**config.mk**
```make
export PLATFORM = sky130hd
export DESIGN_NAME = instr_fetch_flat
export DESIGN_NICKNAME = d
export VERILOG_FILES = /design/src/rtl/instr_fetch_if.sv /design/src/rtl/instr_fetch.sv /design/src/flat_wrapper.sv
export SDC_FILE = /design/constraint.sdc
export NUM_CORES = 1
export LEC_CHECK = 0
export BUFFER_PORTS_ARGS = -buffer_cell sky130_fd_sc_hd__buf_2
export CORE_MARGIN = 2
export CORE_UTILIZATION = 44
export DETAILED_ROUTE_END_ITERATION = 10
export PLACE_DENSITY = 0.85
export SLEW_MARGIN = 5
export SYNTH_ARGS = -nofsm -noshare
export SYNTH_HDL_FRONTEND = slang
export SYNTH_SLANG_ARGS = --single-unit
```
**constraint.sdc**
```tcl
create_clock -name clk -period 2.15 [get_ports clk]
set_clock_uncertainty 0.05 [all_clocks]
set_input_delay 0.1075 -clock clk [delete_from_list [all_inputs] [get_ports clk]]
set_output_delay 0.1075 -clock clk [all_outputs]
set_load 0.01 [all_outputs]
```
**src/rtl/instr_fetch_if.sv**
```systemverilog
// Fetch-stage bus: instruction-memory read port plus the decode-side handoff.
// The fetch unit is the master; memory and decode together form the slave side.
interface instr_fetch_if;
    logic        imem_req;
    logic [31:0] imem_addr;
    logic        imem_rvalid;
    logic [31:0] imem_rdata;
    logic        stall;
    logic        redirect;
    logic [31:0] redirect_pc;
    logic [31:0] instr;
    logic        instr_valid;
    logic [31:0] pc;
    logic [31:0] pc_plus4;
    logic [5:0]  opcode;
    logic [5:0]  funct;

    modport master (
        output imem_req, imem_addr, instr, instr_valid, pc, pc_plus4, opcode, funct,
        input  imem_rvalid, imem_rdata, stall, redirect, redirect_pc
    );

    modport slave (
        input  imem_req, imem_addr, instr, instr_valid, pc, pc_plus4, opcode, funct,
        output imem_rvalid, imem_rdata, stall, redirect, redirect_pc
    );
endinterface

```
**src/rtl/instr_fetch.sv**
```systemverilog
// Single-outstanding instruction fetch stage: one memory read per instruction,
// holds the captured word for decode and squashes in-flight reads on redirect.
module instr_fetch #(
    parameter logic [31:0] RESET_PC = 32'h0000_3000
) (
    input  logic          clk,
    input  logic          rst_n,
    instr_fetch_if.master bus
);

    typedef enum logic [1:0] {ST_IDLE, ST_REQ, ST_WAIT, ST_HOLD} state_t;

    state_t      state;
    state_t      state_next;
    logic [31:0] fetch_pc;
    logic [31:0] instr_q;
    logic [31:0] pc_q;
    logic        instr_valid_q;
    logic        kill;
    logic        capture;
    logic [31:0] target;

    // Masking instead of slicing keeps every redirect_pc bit in use.
    assign target  = bus.redirect_pc & ~32'h0000_0003;
    assign capture = (state == ST_WAIT) && bus.imem_rvalid && !kill && !bus.redirect;

    always_ff @(posedge clk or negedge rst_n) begin
        if (!rst_n) begin
            state <= ST_IDLE;
        end else begin
            state <= state_next;
        end
    end

    always_comb begin
        state_next = state;
        case (state)
            ST_IDLE: state_next = ST_REQ;
            ST_REQ:  state_next = ST_WAIT;
            ST_WAIT: begin
                if (bus.imem_rvalid) begin
                    state_next = (kill || bus.redirect) ? ST_REQ : ST_HOLD;
                end
            end
            ST_HOLD: begin
                if (bus.redirect || !bus.stall) begin
                    state_next = ST_REQ;
                end
            end
            default: state_next = ST_IDLE;
        endcase
    end

    always_comb begin
        bus.imem_req    = (state == ST_REQ);
        bus.imem_addr   = fetch_pc;
        bus.instr       = instr_q;
        bus.instr_valid = instr_valid_q;
        bus.pc          = pc_q;
        bus.pc_plus4    = pc_q + 32'd4;
        bus.opcode      = instr_q[31:26];
        bus.funct       = instr_q[5:0];
    end

    // kill marks the single outstanding response as belonging to a stale address.
    always_ff @(posedge clk or negedge rst_n) begin
        if (!rst_n) begin
            fetch_pc      <= RESET_PC;
            instr_q       <= 32'h0000_0000;
            pc_q          <= RESET_PC;
            instr_valid_q <= 1'b0;
            kill          <= 1'b0;
        end else begin
            if (bus.redirect) begin
                fetch_pc <= target;
            end else if (capture) begin
                fetch_pc <= fetch_pc + 32'd4;
            end

            if (capture) begin
                instr_q <= bus.imem_rdata;
                pc_q    <= fetch_pc;
            end

            if (capture) begin
                instr_valid_q <= 1'b1;
            end else if ((state == ST_HOLD) && (bus.redirect || !bus.stall)) begin
                instr_valid_q <= 1'b0;
            end else if ((state == ST_IDLE) && bus.redirect) begin
                instr_valid_q <= 1'b0;
            end

            case (state)
                ST_REQ: begin
                    if (bus.redirect) begin
                        kill <= 1'b1;
                    end
                end
                ST_WAIT: begin
                    if (bus.imem_rvalid) begin
                        kill <= 1'b0;
                    end else if (bus.redirect) begin
                        kill <= 1'b1;
                    end
                end
                default: kill <= kill;
            endcase
        end
    end

endmodule
```
**src/flat_wrapper.sv**
```systemverilog
// flat-port wrapper written by rule: the top's interface ports become plain ports
module instr_fetch_flat 
#(
    parameter logic [31:0] RESET_PC = 32'h0000_3000
)
  (clk, rst_n, bus_imem_req, bus_imem_addr, bus_instr, bus_instr_valid, bus_pc, bus_pc_plus4, bus_opcode, bus_funct, bus_imem_rvalid, bus_imem_rdata, bus_stall, bus_redirect, bus_redirect_pc);
  instr_fetch_if bus_i ();
  input  logic clk;
  input  logic rst_n;
  output wire logic [$bits(bus_i.imem_req)-1:0] bus_imem_req;
  output wire logic [$bits(bus_i.imem_addr)-1:0] bus_imem_addr;
  output wire logic [$bits(bus_i.instr)-1:0] bus_instr;
  output wire logic [$bits(bus_i.instr_valid)-1:0] bus_instr_valid;
  output wire logic [$bits(bus_i.pc)-1:0] bus_pc;
  output wire logic [$bits(bus_i.pc_plus4)-1:0] bus_pc_plus4;
  output wire logic [$bits(bus_i.opcode)-1:0] bus_opcode;
  output wire logic [$bits(bus_i.funct)-1:0] bus_funct;
  input wire logic [$bits(bus_i.imem_rvalid)-1:0] bus_imem_rvalid;
  input wire logic [$bits(bus_i.imem_rdata)-1:0] bus_imem_rdata;
  input wire logic [$bits(bus_i.stall)-1:0] bus_stall;
  input wire logic [$bits(bus_i.redirect)-1:0] bus_redirect;
  input wire logic [$bits(bus_i.redirect_pc)-1:0] bus_redirect_pc;
  assign bus_imem_req = bus_i.imem_req;
  assign bus_imem_addr = bus_i.imem_addr;
  assign bus_instr = bus_i.instr;
  assign bus_instr_valid = bus_i.instr_valid;
  assign bus_pc = bus_i.pc;
  assign bus_pc_plus4 = bus_i.pc_plus4;
  assign bus_opcode = bus_i.opcode;
  assign bus_funct = bus_i.funct;
  assign bus_i.imem_rvalid = bus_imem_rvalid;
  assign bus_i.imem_rdata = bus_imem_rdata;
  assign bus_i.stall = bus_stall;
  assign bus_i.redirect = bus_redirect;
  assign bus_i.redirect_pc = bus_redirect_pc;
  instr_fetch #(.RESET_PC(RESET_PC)) u_core (.clk(clk), .rst_n(rst_n), .bus(bus_i));
endmodule
```
==> results.md, run 1 <==
* Status: complete, but fails checks
* Failing checks: setup timing
* Slowest cell on the critical path: dfrtp_1
* Maximum VDD drop at 661 uV
* Seq/Total Area, Yosys at 48.4%
* Cell area after synthesis at 4970 um^2
* Root cell of the clock tree: clkbuf_16
* Crit path largest cell delay at 0.37 ns
* Fin Hold WS at 0.00990 ns
* First-pass detailed-route iteration total at 5
* Hold path depth at 3
* I/O pin total at 211
* Overall routing resource usage at 24.9%
* Residual DRC at 0
* CP Class: reg -> out
* CP required at 1.99 ns
* Antenna violations before repair at 0
* Routed wire length at 15.9 mm
* Post-layout nets at 840
* Buf+Inv Stages, Crit Path at 2
* Clock power frac at 20.7%
* Crit path capture type: primary output
* Slew Limit Fails at 0
* Final setup margin at -0.151 ns
* Diode count at 0
* Max FO, Critical Path at 4
* Combinational fraction of design power at 39.7%
* Fillers at 795
* Most frequent cells in the layout: 202 x buf_2, 89 x dfrtp_1, 63 x buf_4, 60 x mux2_2, 60 x dlygate4sd3_1
* Die Wd at 110 um
* Worst path arrival time at 2.14 ns
* Max Cap Viol at 0
* Hold path endpoint: u_core.bus.imem_addr[22]$_DFFE_PN0P_
* Ys flop type: dfrtp_1
* Clock Tree Buf Depth at 2
* TritonCTS clock tree: built
* Via/cell ratio at 5.50
* Cell family with the largest share of critical-path delay: simple AND/OR/NAND/NOR gates
* Crit start category: flop
* Footprint of the multi-input gates at 2510 um^2
* PortBufs at 202
* Most common cell on crit path: nand4_1
* Die height at 110 um
* Post-synth ARST share at 100%
* # clock sinks at 96
* Register area at 2410 um^2
* Fin crit share at 107%
* H-tree Lvls at 3
* Core area at 10,900 um^2
* Largest net degree at the start of global routing at 60
* Avg WL per Cell at 17.5 um
* Register-to-Register Setup Slack at -0.02 ns
* TritonCTS buffer count at 9
* RSZ-0062 raised after global routing: true
* P_leak at 3.77 nW
* R2R Path End: u_core.bus.imem_addr[31]$_DFFE_PN0P_
* Seq pwr share at 39.6%
* Worst path cell trace: ha_2 > nand4_1 > nor4_2 > buf_4 > nand4_1 > xnor2_2 > buf_2
* Total number of vias at 4,998
* Fmax at 435 MHz
* NetSw at 0.00280 W
* PD cells at 1020 nW/um^2
* Yosys cell types at 47
* R2R depth at 8
* Skew-Pair Late Insertion Delay at 0.33 ns
* Initial detailed-routing violation count at 336
* Routed Antenna Nets at 0
* Pint at 0.00493 W
* GRT Residual Overflow at 0
* Clock-pin slew on the worst setup and hold paths at 0.06 ns
* Initial core utilization at 45.5%
* EDFF count, synth at 0
* Vias in the first global route at 4,868
* Worst hold start: bus_redirect_pc[22]
* Detail Placement HPWL at 10.5 mm
* Syn Inst Count at 457
* Share of cells above drive strength 1 at 50.5%
* Syn. warnings at 0
* GPL Wtd Cong at 0.897
* Reg-to-reg startpoint: u_core.state[0]$_DFFE_PN0P_
* First-pass GRT wire length at 23.3 mm
* Die area at 12,200 um^2
* Post-route minimum period at 2.30 ns
* Final Hold Vio Count at 0
* Avg Inst Size Synth at 10.9 um^2
* Sw frac at 36.2%
* Endpoints failing setup at 12
* Num rows at 38
* Hold Path Class: in -> reg
* FF+latch count, synth at 96
* Final core occ at 69.5%
* Worst slack, placed at -0.0573 ns
* Commonest non-fill, non-tap cell in the layout: buf_2
* Area Overhead vs Synth at 52.8%
==> per-layer routing <==
layer | up-vias | track usage [%] | wire (um)
met2 | 258 | 46.0 | 8490
met1 | 2434 | 28.5 | 6110
met4 | 0 | 8.39 | 393
met5 | - | 0 | 0
li1 | 2266 | - | -
met3 | 40 | 4.82 | 933
==> Yosys cell counts (2+ instances only) <==
master | n | area (um^2)
or3_1 | 2 | 12.5
mux2_2 | 60 | 676
dfstp_2 | 4 | 105
xor2_1 | 11 | 96.3
a21oi_1 | 2 | 10.0
nor2_1 | 23 | 86.3
a31oi_1 | 17 | 106
nor4_1 | 6 | 37.5
nor2b_1 | 2 | 12.5
o31ai_1 | 14 | 105
buf_2 | 8 | 40.0
clkbuf_1 | 11 | 41.3
o211ai_1 | 2 | 15.0
nand4_2 | 3 | 37.5
nand2_1 | 34 | 128
and2_1 | 2 | 12.5
o21ai_0 | 17 | 85.1
nand3_1 | 21 | 105
and4_1 | 4 | 35.0
and3_1 | 4 | 25.0
or4_1 | 18 | 135
dfrtp_1 | 92 | 2300
inv_1 | 7 | 26.3
xnor2_1 | 27 | 236
nand4_1 | 18 | 113
nor3_1 | 4 | 20.0
nand3b_1 | 2 | 15.0
ha_1 | 6 | 75.1
buf_4 | 18 | 135
==> registers in the layout, indices dropped and copies added, names as in the netlist <==
signal,cells
u_core.bus.instr,32
u_core.bus.imem_addr,30
u_core.bus.pc,30
u_core.state,2
u_core.bus.instr_valid,1
u_core.kill,1
==> per-stage QoR <==
stage	std cells	cell area, um^2	power, W	TNS (ns)
after floorplan	462	5010	0.00450	-0.0352
after global placement	805	6290	0.00572	0
after detailed placement	805	6290	0.00587	-0.131
after CTS	894	7350	0.00761	-0.202
after global routing	908	7600	0.00818	-2.39
final	908	7600	0.00774	-0.630
==> how the worst max path moves through the flow <==
stage                                       start                              endpoint  slack, ns  cells after the start
floorplan             u_core.state[0]$_DFFE_PN0P_  u_core.bus.imem_addr[27]$_DFFE_PN0P_      -0.01                      7
global placement      u_core.state[0]$_DFFE_PN0P_  u_core.bus.imem_addr[29]$_DFFE_PN0P_       0.01                      7
detailed placement    u_core.state[0]$_DFFE_PN0P_  u_core.bus.imem_addr[27]$_DFFE_PN0P_      -0.06                      7
CTS                 u_core.bus.pc[13]$_DFFE_PN1P_                      bus_pc_plus4[20]      -0.11                      6
global route         u_core.bus.pc[3]$_DFFE_PN0P_                      bus_pc_plus4[20]      -0.24                      7
finish               u_core.bus.pc[3]$_DFFE_PN0P_                      bus_pc_plus4[20]      -0.15                      7
==> area by class of cell <==
class / instances / share of cell area [%]
Clock buffer: 11 / 3.33
Tap cell: 140 / 2.30
Timing Repair Buffer: 331 / 28.7
Sequential cell: 96 / 31.7
Multi-Input combinational cell: 319 / 33.0
Inverter: 8 / 0.395
Clock inverter: 3 / 0.560
==> worst min-delay path: cells and delay by family <==
kind / cells / cell delay [ns]
compound gates: 1 / 0.13
buf+inv: 1 / 0.08
simple gates: 1 / 0.04
==> cell families after synthesis <==
logic type	share of synthesized area (%)
simple gates	16.9
flops	48.4
mux	13.8
compound gates	7.32
buf+inv	5.36
xor+xnor	6.69
fa+ha+maj	1.51
other cells	0.0754
==> what timing repair did <==
action / in CTS / in global routing
buffers inserted: 14 / 16
resized for setup: 13 / 29
setup endpoints to repair: 21 / 31
pin swaps: 12 / 20
hold buffers: 60 / 0
cloned: 1 / 0
hold endpoints to repair: 96 / 0
==> power groups by stage <==
stage	Sequential [W]	Clock [W]	Combinational [W]
after floorplan	0.00325	0	0.00125
after CTS	0.00300	0.00162	0.00299
final	0.00306	0.00160	0.00307
after detailed placement	0.00304	0	0.00282
after global routing	0.00314	0.00170	0.00335
after global placement	0.00297	0	0.00275
Note: power is estimated with default switching activity, not from simulation.
==> inputs of run 2 (changes only) <==
Settings changed: CORE_UTILIZATION 44 to 52, HOLD_SLACK_MARGIN set to 0.05, PLACE_DENSITY 0.85 to 0.93, TNS_END_PERCENT set to 5.
Clock period 2.15 ns to 2.8 ns, I/O delays scaled along.
==> results.md, run 2 (synthesized netlist as in run 1, its figures left out) <==
* RSZ-0062 raised after global routing: false
* GRT Residual Overflow at 0 (unchanged)
* Crit start category: flop
* Area Overhead vs Synth at 38.4%
* Global-route layer with the greatest usage: met2
* Final Hold Vio Count at 0 (unchanged)
* CP Class: reg -> out
* Total number of vias at 4,937 (-1.2%)
* PortBufs at 202 (unchanged)
* First-pass detailed-route iteration total at 6 (+1)
* CP required at 2.61 ns (+0.62 ns)
* Via/cell ratio at 5.86 (+6.4%)
* Die Wd at 102 um (-7.7%)
* I/O pin total at 211 (unchanged)
* Initial core utilization at 53.8% (+8.3 points)
* Max FO, Critical Path at 7 (+3)
* Die height at 102 um (-7.7%)
* Share of cells above drive strength 1 at 41.9% (-8.6 points)
* Final core occ at 74.5% (+5.0 points)
* TritonCTS buffer count at 9 (unchanged)
* Total power at 0.00557 W (-28%)
* PD cells at 809 nW/um^2 (-21%)
* GR Layer Usage met1 at 34.8% (+6.3 points)
* Routed wire length at 15.7 mm (-1.5%)
* Post-route minimum period at 2.65 ns
* Vias in the first global route at 4,840 (-0.58%)
* Largest net degree at the start of global routing at 80 (+33%)
* Residual DRC at 0 (unchanged)
* Clock-pin slew on the worst setup and hold paths at 0.10 ns (+0.04 ns)
* Detail Placement HPWL at 10.3 mm (-2.8%)
* Rel. slew slack at 32.3%
* Root cell of the clock tree: clkbuf_8
* Hold Path Class: in -> reg
* Worst Tran Pin Value at 1.02 ns
* Maximum VDD drop at 454 uV (-31%)
* Skew-Pair Late Insertion Delay at 0.36 ns (+0.03 ns)
* Initial detailed-routing violation count at 268 (-20%)
* Diode count at 0 (unchanged)
* GPL Wtd Cong at 0.879 (-2.0%)
* H-tree Lvls at 3 (unchanged)
* Avg WL per Cell at 18.6 um (+6.1%)
* Met3 usage in global routing at 5.88% (+1.1 points)
* Post-layout nets at 784 (-6.7%)
* Resize count post-CTS at 0 (-13)
* Fin crit share at 94.6%
* Post-CTS Setup Repair Bufs at 0 (-14)
* Number of flip-flops in the largest register at 32 (unchanged)
* Routed Antenna Nets at 0 (unchanged)
* Core area at 9240 um^2 (-16%)
* First-pass GRT wire length at 24.4 mm (+4.5%)
* Overall routing resource usage at 30.1% (+5.3 points)
* Cts hold-fix bufs at 64 (+6.7%)
* TritonCTS clock tree: built
* Worst path arrival time at 2.46 ns (+0.32 ns)
* # clock sinks at 96 (unchanged)
* Num rows at 35 (-7.9%)
* Die area at 10,400 um^2 (-15%)
* Max Cap Viol at 0 (unchanged)
* Setup TNS at 0 ns (+0.630 ns)
* Fillers at 614 (-23%)
* Met2 GRT Util at 53.9% (+7.9 points)
* Most frequent cells in the layout: 201 x buf_2, 92 x dfrtp_1, 64 x dlygate4sd3_1, 60 x mux2_2, 34 x nand2_1
* Crit path capture type: primary output
* Fmax at 377 MHz
* Antenna violations before repair at 0 (unchanged)
* P_leak at 3.38 nW (-10%)
* Commonest non-fill, non-tap cell in the layout: buf_2
* Status: complete, no violations
* Clock Tree Buf Depth at 2 (unchanged)
* Worst slack, placed at 0.338 ns (+0.395 ns)
* Final setup margin at 0.150 ns (+0.301 ns)
* Slew Limit Fails at 0 (unchanged)
* Endpoints failing setup at 0 (-12)
==> run 2: cell count changes in the layout (fill, tap and decap cells not counted), sizes merged <==
cell and delta:
clkbuf -2, inv +4, bufinv +1, clkinvlp -1
dlygate4sd3 +4, buf -60
==> run 2: metal layers <==
layer | up-vias | wire length, um | part of all wire (%)
li1 | 2161 | - | -
met1 | 2360 | 5620 | 36
met2 | 337 | 8170 | 52
met3 | 79 | 1260 | 8.1
met4 | 0 | 642 | 4.1
met5 | - | 0 | 0
==> run 2: path summary, 6_finish.rpt <==
check | end | depth (start not counted) | slack (ns) | startpoint
max reg2reg | u_core.bus.imem_addr[29]$_DFFE_PN0P_ | 7 | 0.26 | u_core.state[0]$_DFFE_PN0P_
min | u_core.bus.instr_valid$_DFFE_PN0P_ | 4 | 0.22 | bus_stall
max | bus_pc_plus4[20] | 5 | 0.15 | u_core.bus.pc[12]$_DFFE_PN1P_
max in group asynchronous | u_core.bus.instr[4]$_DFFE_PN0P_ | 3 | 1.42 | rst_n
min in group asynchronous | u_core.bus.instr_valid$_DFFE_PN0P_ | 2 | 0.45 | rst_n
min reg2reg | u_core.bus.instr[9]$_DFFE_PN0P_ | 1 | 0.46 | u_core.bus.instr[9]$_DFFE_PN0P_
==> run 2: area by class of cell <==
cell class | instances | area [um^2] | area share [%]
inverter | 8 | 30.0 | 0.436
clock buffer | 9 | 124 | 1.80
multi-input combinational | 319 | 2320 | 33.7
clock inverter | 7 | 109 | 1.58
timing repair buffer | 275 | 1730 | 25.2
tap | 129 | 161 | 2.34
sequential | 96 | 2410 | 35.0
==> run 2: where the power goes <==
part	internal (W)	leakage [nW]	switching (W)
Clock	0.000524	0.118	0.000534
Combinational	0.00105	2.05	0.00107
Sequential	0.00185	1.21	0.000540
Total	0.00342	3.38	0.00215
==> run 2: stage by stage <==
stage          hold slack, ns  instances  instance area, um^2
6_report                0.224        843                 6890
5_1_grt                 0.229        843                 6890
4_1_cts                 0.166        843                 6890
3_5_place_dp            0.305        763                 6010
3_3_place_gp            0.301        763                 6010
2_1_floorplan          -0.206        462                 4990
==> run 2: critical path, stage by stage (launching register included) <==
cell and delay [ns]:
dfstp_2 0.62, nand4_1 0.21, nor4_1 0.66, nand4_1 0.22, xnor2_1 0.23, buf_2 0.17
